===== src/rtl/core_seq_pkg.sv =====
// Shared definitions for the multi-cycle core sequencer: state encodings,
// next-PC select codes and the SYSTEM opcode.
package core_seq_pkg;

  typedef enum logic [2:0] {
    ST_BOOT  = 3'd0,
    ST_IDLE  = 3'd1,
    ST_FETCH = 3'd2,
    ST_EXEC  = 3'd3,
    ST_MEM   = 3'd4,
    ST_WB    = 3'd5,
    ST_HALT  = 3'd6,
    ST_FAULT = 3'd7
  } state_e;

  localparam logic [1:0] PC_SEL_SEQ = 2'b00;
  localparam logic [1:0] PC_SEL_BR  = 2'b01;
  localparam logic [1:0] PC_SEL_JAL = 2'b10;

  localparam logic [6:0] OPC_SYSTEM = 7'b1110011;

  // jal outranks a taken branch when both decode flags are set
  function automatic logic [1:0] next_pc_sel(input logic jal, input logic branch,
                                             input logic taken);
    if (jal)
      return PC_SEL_JAL;
    else if (branch && taken)
      return PC_SEL_BR;
    else
      return PC_SEL_SEQ;
  endfunction

endpackage


===== src/rtl/seq_wait_timer.sv =====
// Counts consecutive un-acknowledged request cycles; expired flags the last
// allowed cycle passing without an ack so the FSM can fault on that edge.
module seq_wait_timer #(
  parameter int MEM_TIMEOUT = 15
) (
  input  logic clk,
  input  logic reset,
  input  logic clear,
  input  logic active,
  input  logic ack,
  output logic expired
);

  localparam int CW = $clog2(MEM_TIMEOUT + 1);
  localparam logic [CW-1:0] LIMIT = CW'(MEM_TIMEOUT);
  localparam logic [CW-1:0] LAST  = CW'(MEM_TIMEOUT - 1);

  logic [CW-1:0] count;

  always_ff @(posedge clk or negedge reset) begin
    if (!reset)
      count <= '0;
    else if (clear || ack)
      count <= '0;
    else if (active && count != LIMIT)
      count <= count + 1'b1;
  end

  // count holds the number of earlier missed cycles, so LAST means this is
  // request cycle MEM_TIMEOUT; an ack in this very cycle is still accepted
  assign expired = active && !ack && (count == LAST);

endmodule


===== src/rtl/core_sequencer.sv =====
// Multi-cycle instruction sequencer: BOOT delay, then FETCH/EXEC/[MEM]/WB per
// instruction with memory handshakes, timeout FAULT and SYSTEM-opcode HALT.
module core_sequencer
  import core_seq_pkg::*;
#(
  parameter int BOOT_CYCLES = 4,
  parameter int MEM_TIMEOUT = 15
) (
  input  logic        clk,
  input  logic        reset,
  input  logic        run,
  input  logic [31:0] instruction,
  input  logic        wenb,
  input  logic        load_enb,
  input  logic        store_enb,
  input  logic        branch_enb,
  input  logic        jal_enb,
  input  logic        branch_taken,
  input  logic        imem_ack,
  input  logic        dmem_ack,
  output logic        imem_req,
  output logic        dmem_req,
  output logic        dmem_we,
  output logic        pc_write,
  output logic [1:0]  pc_sel,
  output logic        reg_wen,
  output logic        halted,
  output logic        fault,
  output logic [2:0]  state
);

  localparam int BW = $clog2(BOOT_CYCLES + 1);
  localparam logic [BW-1:0] BOOT_LAST = BW'(BOOT_CYCLES - 1);

  state_e        cur_state;
  state_e        nxt_state;
  logic [BW-1:0] boot_count;
  logic          timer_clear;
  logic          timer_ack;
  logic          expired;
  logic          unused_instr;

  assign unused_instr = ^instruction[31:7];

  always_comb begin
    nxt_state = cur_state;
    case (cur_state)
      ST_BOOT:  if (boot_count == BOOT_LAST) nxt_state = ST_IDLE;
      ST_IDLE:  if (run) nxt_state = ST_FETCH;
      ST_FETCH: begin
        if (expired)
          nxt_state = ST_FAULT;
        else if (imem_ack)
          nxt_state = ST_EXEC;
      end
      ST_EXEC: begin
        if (instruction[6:0] == OPC_SYSTEM)
          nxt_state = ST_HALT;
        else if (load_enb && store_enb)
          nxt_state = ST_FAULT;
        else if (load_enb || store_enb)
          nxt_state = ST_MEM;
        else
          nxt_state = ST_WB;
      end
      ST_MEM: begin
        if (expired)
          nxt_state = ST_FAULT;
        else if (dmem_ack)
          nxt_state = ST_WB;
      end
      ST_WB:    nxt_state = run ? ST_FETCH : ST_IDLE;
      default:  nxt_state = cur_state;
    endcase
  end

  // Acks only count while the matching request is being presented
  assign timer_ack   = (cur_state == ST_FETCH && imem_ack) ||
                       (cur_state == ST_MEM && dmem_ack);
  assign timer_clear = (nxt_state == ST_FETCH && cur_state != ST_FETCH) ||
                       (nxt_state == ST_MEM && cur_state != ST_MEM);

  seq_wait_timer #(
    .MEM_TIMEOUT(MEM_TIMEOUT)
  ) u_wait_timer (
    .clk    (clk),
    .reset  (reset),
    .clear  (timer_clear),
    .active (imem_req || dmem_req),
    .ack    (timer_ack),
    .expired(expired)
  );

  // Outputs are registered from the next state, so each one lines up with the
  // state register and no ack reaches an output within the same cycle
  always_ff @(posedge clk or negedge reset) begin
    if (!reset) begin
      cur_state  <= ST_BOOT;
      boot_count <= '0;
      imem_req   <= 1'b0;
      dmem_req   <= 1'b0;
      dmem_we    <= 1'b0;
      pc_write   <= 1'b0;
      pc_sel     <= PC_SEL_SEQ;
      reg_wen    <= 1'b0;
      halted     <= 1'b0;
      fault      <= 1'b0;
    end else begin
      cur_state <= nxt_state;
      if (cur_state == ST_BOOT && boot_count != BOOT_LAST)
        boot_count <= boot_count + 1'b1;
      imem_req <= (nxt_state == ST_FETCH);
      dmem_req <= (nxt_state == ST_MEM);
      dmem_we  <= (nxt_state == ST_MEM) && store_enb;
      pc_write <= (nxt_state == ST_WB);
      reg_wen  <= (nxt_state == ST_WB) && (wenb || load_enb) && !store_enb;
      pc_sel   <= (nxt_state == ST_WB) ? next_pc_sel(jal_enb, branch_enb, branch_taken)
                                       : PC_SEL_SEQ;
      halted   <= (nxt_state == ST_HALT);
      fault    <= (nxt_state == ST_FAULT);
    end
  end

  assign state = cur_state;

endmodule


===== config.mk =====
export PLATFORM = sky130hd
export DESIGN_NAME = core_sequencer
export DESIGN_NICKNAME = d
export VERILOG_FILES = /design/src/rtl/core_seq_pkg.sv /design/src/rtl/seq_wait_timer.sv /design/src/rtl/core_sequencer.sv
export SDC_FILE = /design/constraint.sdc
export NUM_CORES = 1
export LEC_CHECK = 0
export ABC_AREA = 1
export CAP_MARGIN = 20
export CORE_ASPECT_RATIO = 2
export CORE_MARGIN = 1
export CORE_UTILIZATION = 38
export DETAILED_ROUTE_END_ITERATION = 8
export DONT_BUFFER_PORTS = 1
export GPL_ROUTABILITY_DRIVEN = 1
export GPL_TIMING_DRIVEN = 0
export HOLD_SLACK_MARGIN = 0.12
export PLACE_DENSITY = 0.58
export SKIP_CTS_REPAIR_TIMING = 1
export SYNTH_ARGS = -nofsm -noshare
export SYNTH_HDL_FRONTEND = slang
export SYNTH_SLANG_ARGS = --single-unit

===== constraint.sdc =====
create_clock -name clk -period 3.5 [get_ports clk]
set_clock_uncertainty 0.15 [all_clocks]
set_input_delay 0.7 -clock clk [delete_from_list [all_inputs] [get_ports clk]]
set_output_delay 0.7 -clock clk [all_outputs]
set_load 0.02 [all_outputs]

Yosys cells after proc, flatten, opt, wreduce, memory -nomap -nowiden
Index checks and enable logic that the tools add are counted.

word-level totals
  register bits after elaboration = 19
  input bits = 43
  output and inout bits = 12
  word-level logic and storage cells = 69

cells by class
  add/sub/neg operators = 2
  equality and inequality tests = 17
  mux-type cells = 16
  reductions and logical operators = 23

operator list
  kind                                                  count
  equality test 3 bit (second input constant)           6
  two-way mux 3 bit                                     6
  case mux 3 bit (6 select lines)                       1
  logical AND 1 bit                                     13
  equality test 3 x 2 -> 1 bit (second input constant)  4
  two-way mux 2 bit                                     5
  two-way mux 4 bit                                     2
  equality test 7 bit (second input constant)           1
  logical OR 1 bit                                      6
  != test 3 x 2 -> 1 bit (second input constant)        2
  adder 4 x 1 -> 4 bit (second input constant)          1
  equality test 4 bit (second input constant)           1
  != test 4 bit (second input constant)                 1
  adder 3 x 1 -> 3 bit (second input constant)          1
  equality test 3 x 1 -> 1 bit (second input constant)  1
  logical NOT 3 bit                                     1
  != test 3 bit (second input constant)                 1
  logical NOT 1 bit                                     2
  two-way mux 1 bit                                     2
  nonzero test 2 bit                                    1

Depth between registers and ports, before layout
  depth after elaboration = 13
  gate-level depth with buffers = 12
  mapped depth without buffers = 12

By module
A second synthesis with hierarchy kept.

second synthesis, totals
  cell total of the unflattened synthesis = 126
  area total of the unflattened synthesis = 1039.7 µm²

modules (own cells, without submodules)
  module          times used  cells an instance  area each (µm²)
  core_sequencer  1           95                 773.2
  seq_wait_timer  1           31                 266.5

Worst setup path before layout
Ideal clock, no wire load.

  path type = in2reg
  start = in load_enb
  end = reg u_wait_timer.count[1]
  arrival = 1542 ps
  setup slack = 1687 ps
  stages = 9
  buffers on the path = 0
  cells stage by stage = ha_1 -> inv_1 -> nand2_1 -> a21oi_1 -> nand2_2 -> nor2_4 -> nand3_2 -> nand2_2 -> nor2_1

between the ends
  elaborated cells between the ends (all ways) = 14
  classes of those cells = eq/ne (2); mux (5); reduce/logical (7)

RTL lines
  item                                                                        RTL line                                    source
  start, declared                                                             core_sequencer.sv:14                        input logic load_enb,
  logical AND 1 bit (*)                                                       core_sequencer.sv:59                        else if (load_enb && store_enb)
  two-way mux 2 bit (*)                                                       core_sequencer.sv:59
  two-way mux 2 bit (*)                                                       core_sequencer.sv:57                        if (instruction[6:0] == OPC_SYSTEM)
  case mux 3 bit (6 select lines) (*)                                         core_sequencer.sv:47                        case (cur_state)
  named net nxt_state[1]                                                      core_sequencer.sv:36                        state_e nxt_state;
  equality test 3 x 2 -> 1 bit / equality test 3 bit (equally long branches)  core_sequencer.sv:80, core_sequencer.sv:81
  logical AND 1 bit, on equally long branches                                 core_sequencer.sv:80, core_sequencer.sv:81
  logical OR 1 bit (*)                                                        core_sequencer.sv:80                        assign timer_clear = (nxt_state == ST_FETCH && cur_state != ST_FETCH) ||
  logical OR 1 bit (*)                                                        seq_wait_timer.sv:23                        else if (clear || ack)
  two-way mux 4 bit / nonzero test 2 bit (equally long branches)              --
  end signal, assigned                                                        seq_wait_timer.sv:26                        count <= count + 1'b1;
  end, declared                                                               seq_wait_timer.sv:18                        logic [CW-1:0] count;

The timed path passes the listed nets; every way through them passes the cells marked *.
A chain may end at the register's enable or synchronous reset.

Worst setup path after layout
  start = reg cur_state[0], in the netlist state[0]
  end = reg u_wait_timer.count[0]

between the ends
  longest elaborated chain between the ends = 13
  elaborated cells between the ends (all ways) = 29
  classes of those cells = eq/ne (9); mux (8); reduce/logical (12)

RTL lines
  item                                                                        RTL line                                                          source
  start, declared                                                             core_sequencer.sv:35                                              state_e cur_state;
  start signal, assigned                                                      core_sequencer.sv:109                                             cur_state <= nxt_state;
  equality test 3 x 2 -> 1 bit / equality test 3 bit (equally long branches)  core_sequencer.sv:47, core_sequencer.sv:78, core_sequencer.sv:79
  logical AND 1 bit, on equally long branches                                 core_sequencer.sv:78, core_sequencer.sv:79
  logical OR 1 bit                                                            core_sequencer.sv:78                                              assign timer_ack = (cur_state == ST_FETCH && imem_ack) ||
  logical NOT 1 bit                                                           seq_wait_timer.sv:31                                              assign expired = active && !ack && (count == LAST);
  logical AND 1 bit (2 in series)                                             seq_wait_timer.sv:31
  two-way mux 3 bit, on equally long branches                                 core_sequencer.sv:67, core_sequencer.sv:51
  case mux 3 bit (6 select lines) (*)                                         core_sequencer.sv:47
  named net nxt_state[1]                                                      core_sequencer.sv:36
  equality test 3 x 2 -> 1 bit / equality test 3 bit (equally long branches)  core_sequencer.sv:80, core_sequencer.sv:81
  logical AND 1 bit, on equally long branches                                 core_sequencer.sv:80, core_sequencer.sv:81
  logical OR 1 bit (*)                                                        core_sequencer.sv:80
  logical OR 1 bit (*)                                                        seq_wait_timer.sv:23
  two-way mux 4 bit / nonzero test 2 bit (equally long branches)              --

Marks and branches as above.

==> impl_metrics.toml <==
[sta]
max_slew.worst_pin.slew_ns = 0.8690
slew_violations = 0
relSlewSlack_pct = 41.87
timing.final.hold_violations = 0
rsz0062_at_grt = "false"
whs_ns = 0.3299
clock.fmax_mhz = 532.3
final.setup.tns_ns = 0
min_period_ns = 1.879
fin_crit_sh_pct = 53.68
setup_viol = 0

[grt]
grt.total_usage_pct = 15.51
antenna_found_initial = 0
grt_pass1_wl_um = 3318
grt_pass1_vias = 852
gr-total-overflow = 0
grt_start_max_net_pins = 20

[finish]
antenna_cells = 0
final_common_cell = "nand2_1"
fillers = 271
final_cell_mix = "nand2_1, dfrtp_1, inv_1"
layout.cells.non_filler = 158
finalInstanceArea_um2 = 1132
final_nets = 179
final-seq-area_um2 = 475.5
post-route-util_pct = 44.06
syn_to_final_growth_pct = 8.774
drive_gt1_share_pct = 17.69
multi_input_area_um2 = 475.5

[critical_path]
worstSetupPathType = "reg -> reg"
start_kind = "flip-flop"
r2r-start = "state[0]"
critical_path_peak_fanout = 8
end_kind = "flip-flop"
required_ns = 3.49
setup.worst_path.start = "state[0]"
cp.arrival_ns = 1.87

[clock_network]
cts_buffers = 3
clk_pin_slew_ns = 0.07
clock_latency_ns = 0.25
cts_tree = "built"
h-tree-depth = 1
clock-sinks = 19
clockBufferDepth = 2
cts_root_buf = "clkbuf_8"

[yosys]
synth_compound_gate_area_share_pct = 3.846
synthSimpleGateAreaFrac_pct = 31.37
syn_nets = 173
synth_fa_ha_area_share_pct = 6.010
ys_seq_area_share_pct = 45.67
synth_cells = 125
ys_types = 23
synthXorXnorAreaFrac_pct = 3.365
ys_ff_latch = 19
synthMuxAreaShare_pct = 1.082
avgSynthCellArea_um2 = 8.328
syn_area_um2 = 1041
ys_warn_count = 0
synth_top_family_by_area = "simple AND/OR/NAND/NOR gates"

[detailed_routing]
wl_per_cell_um = 11.94
vias = 748
dr.pass1.iters = 3
drc = 0
drt_iter0_drc = 9
via_per_inst = 4.734
ant_nets = 0
totalWireLength_um = 1886

[floorplanning]
die_area_um2 = 2966
io_pins = 55
initial_core_util_pct = 40.51
die_width_um = 39.01
die_h_um = 76.02
rows = 26
fp.coreArea_um2 = 2570

[placement]
dp_hpwl_um = 1536
io_buffers = 0
dpl_cell_area_um2 = 1076
place_congestion = 0.7992
place_inst = 153

[power]
power_density_nw_per_um2 = 878.1
power_leakage_nw = 0.6214
peakVddDrop_v = 0.0003405

[worst_hold_path]
hold_class = "reg -> reg"
hp-start = "boot_count[0]"

[outcome]
outcome = "finished, final reports clean"

[flow_run]
cap_violations = 0
==> critical path: stages, from the launching register on <==
cell     delay [ns]
dfrtp_1        0.55
nor2_2         0.25
nand3_2        0.10
nand3_2        0.10
nand2_1        0.05
nand2_1        0.07
nand2_2        0.09
nor2_4         0.17
nand3_2        0.08
nand2_2        0.10
nor2_1         0.05
==> flip-flops by register name (all words and copies together) (netlist names) <==
signal and count:
imem_req 1, halted 1, fault 1, reg_wen 1
u_wait_timer.count 4, dmem_we 1, pc_sel 2, state 3
pc_write 1, dmem_req 1, boot_count 3
==> through the flow <==
stage	setup WS, ns	total power, mW
after floorplan	1.687	0.7636
after global placement	1.557	0.8410
after detailed placement	1.548	0.8543
after CTS	1.601	1.007
after global routing	1.462	1.100
final	1.621	0.9943
==> final timing paths <==
| path | endpoint | slack, ns | cells after the start |
|---|---|---|---|
| worst min-delay path | boot_count[0] | 0.33 | 1 |
| worst min register to register | boot_count[0] | 0.33 | 1 |
| min in group asynchronous | u_wait_timer.count[1] | 0.86 | 1 |
| worst max-delay path | u_wait_timer.count[0] | 1.62 | 10 |
| max in group asynchronous | state[2] | 1.81 | 1 |
| worst max register to register | u_wait_timer.count[0] | 1.62 | 10 |
==> Yosys cell counts <==
master / n / area share (%)
nor2_4: 1 / 1.1
a21oi_1: 1 / 0.48
xnor2_1: 1 / 0.84
nand4_1: 2 / 1.2
dfrtp_1: 19 / 46
inv_2: 3 / 1.1
nor2_2: 4 / 2.4
a21oi_2: 1 / 0.84
nand3b_1: 1 / 0.72
nand2_1: 27 / 9.7
nand3_2: 3 / 2.9
inv_1: 18 / 6.5
o21ai_0: 4 / 1.9
nand2_2: 3 / 1.8
nor3_2: 1 / 0.96
mux2_2: 1 / 1.1
xor2_1: 3 / 2.5
nand3_1: 7 / 3.4
nand2_4: 1 / 1.1
nor2_1: 17 / 6.1
buf_6: 1 / 1.1
ha_1: 5 / 6.0
a31oi_1: 1 / 0.60
==> cell type report <==
cell class / instances / share of cell area, %
clock buffers: 3 / 3.646
clock inverters: 1 / 0.4420
well taps: 28 / 3.094
plain buffers: 1 / 0.9945
flip-flops and latches: 19 / 41.99
multi-input cells: 84 / 41.99
inverters: 21 / 6.961
repair buffers: 1 / 0.8840
==> where the power goes <==
group / total [mW] / switching, mW / internal [mW]
Combinational: 0.428 / 0.275 / 0.154
Clock: 0.149 / 0.0703 / 0.0790
Sequential: 0.417 / 0.123 / 0.294
Total: 0.994 / 0.468 / 0.527
==> logic make-up (layout without fill, tap and decap cells) <==
family / after synthesis / in the layout
xor+xnor: 4 / 4
fa+ha+maj: 5 / 5
compound gates: 7 / 7
mux: 1 / 1
flops: 19 / 19
buf+inv: 22 / 27
simple gates: 67 / 67
==> routing by layer <==
layer  vias to the layer above  track usage, %  part of all wire [%]
met5                         -               0                     0
met4                         0           6.207                  0.95
met3                         2           2.332                   3.0
met2                        11           29.17                    60
met1                       340           14.95                    36
li1                        395               -                     -
Power figures use the tool's default switching activity.
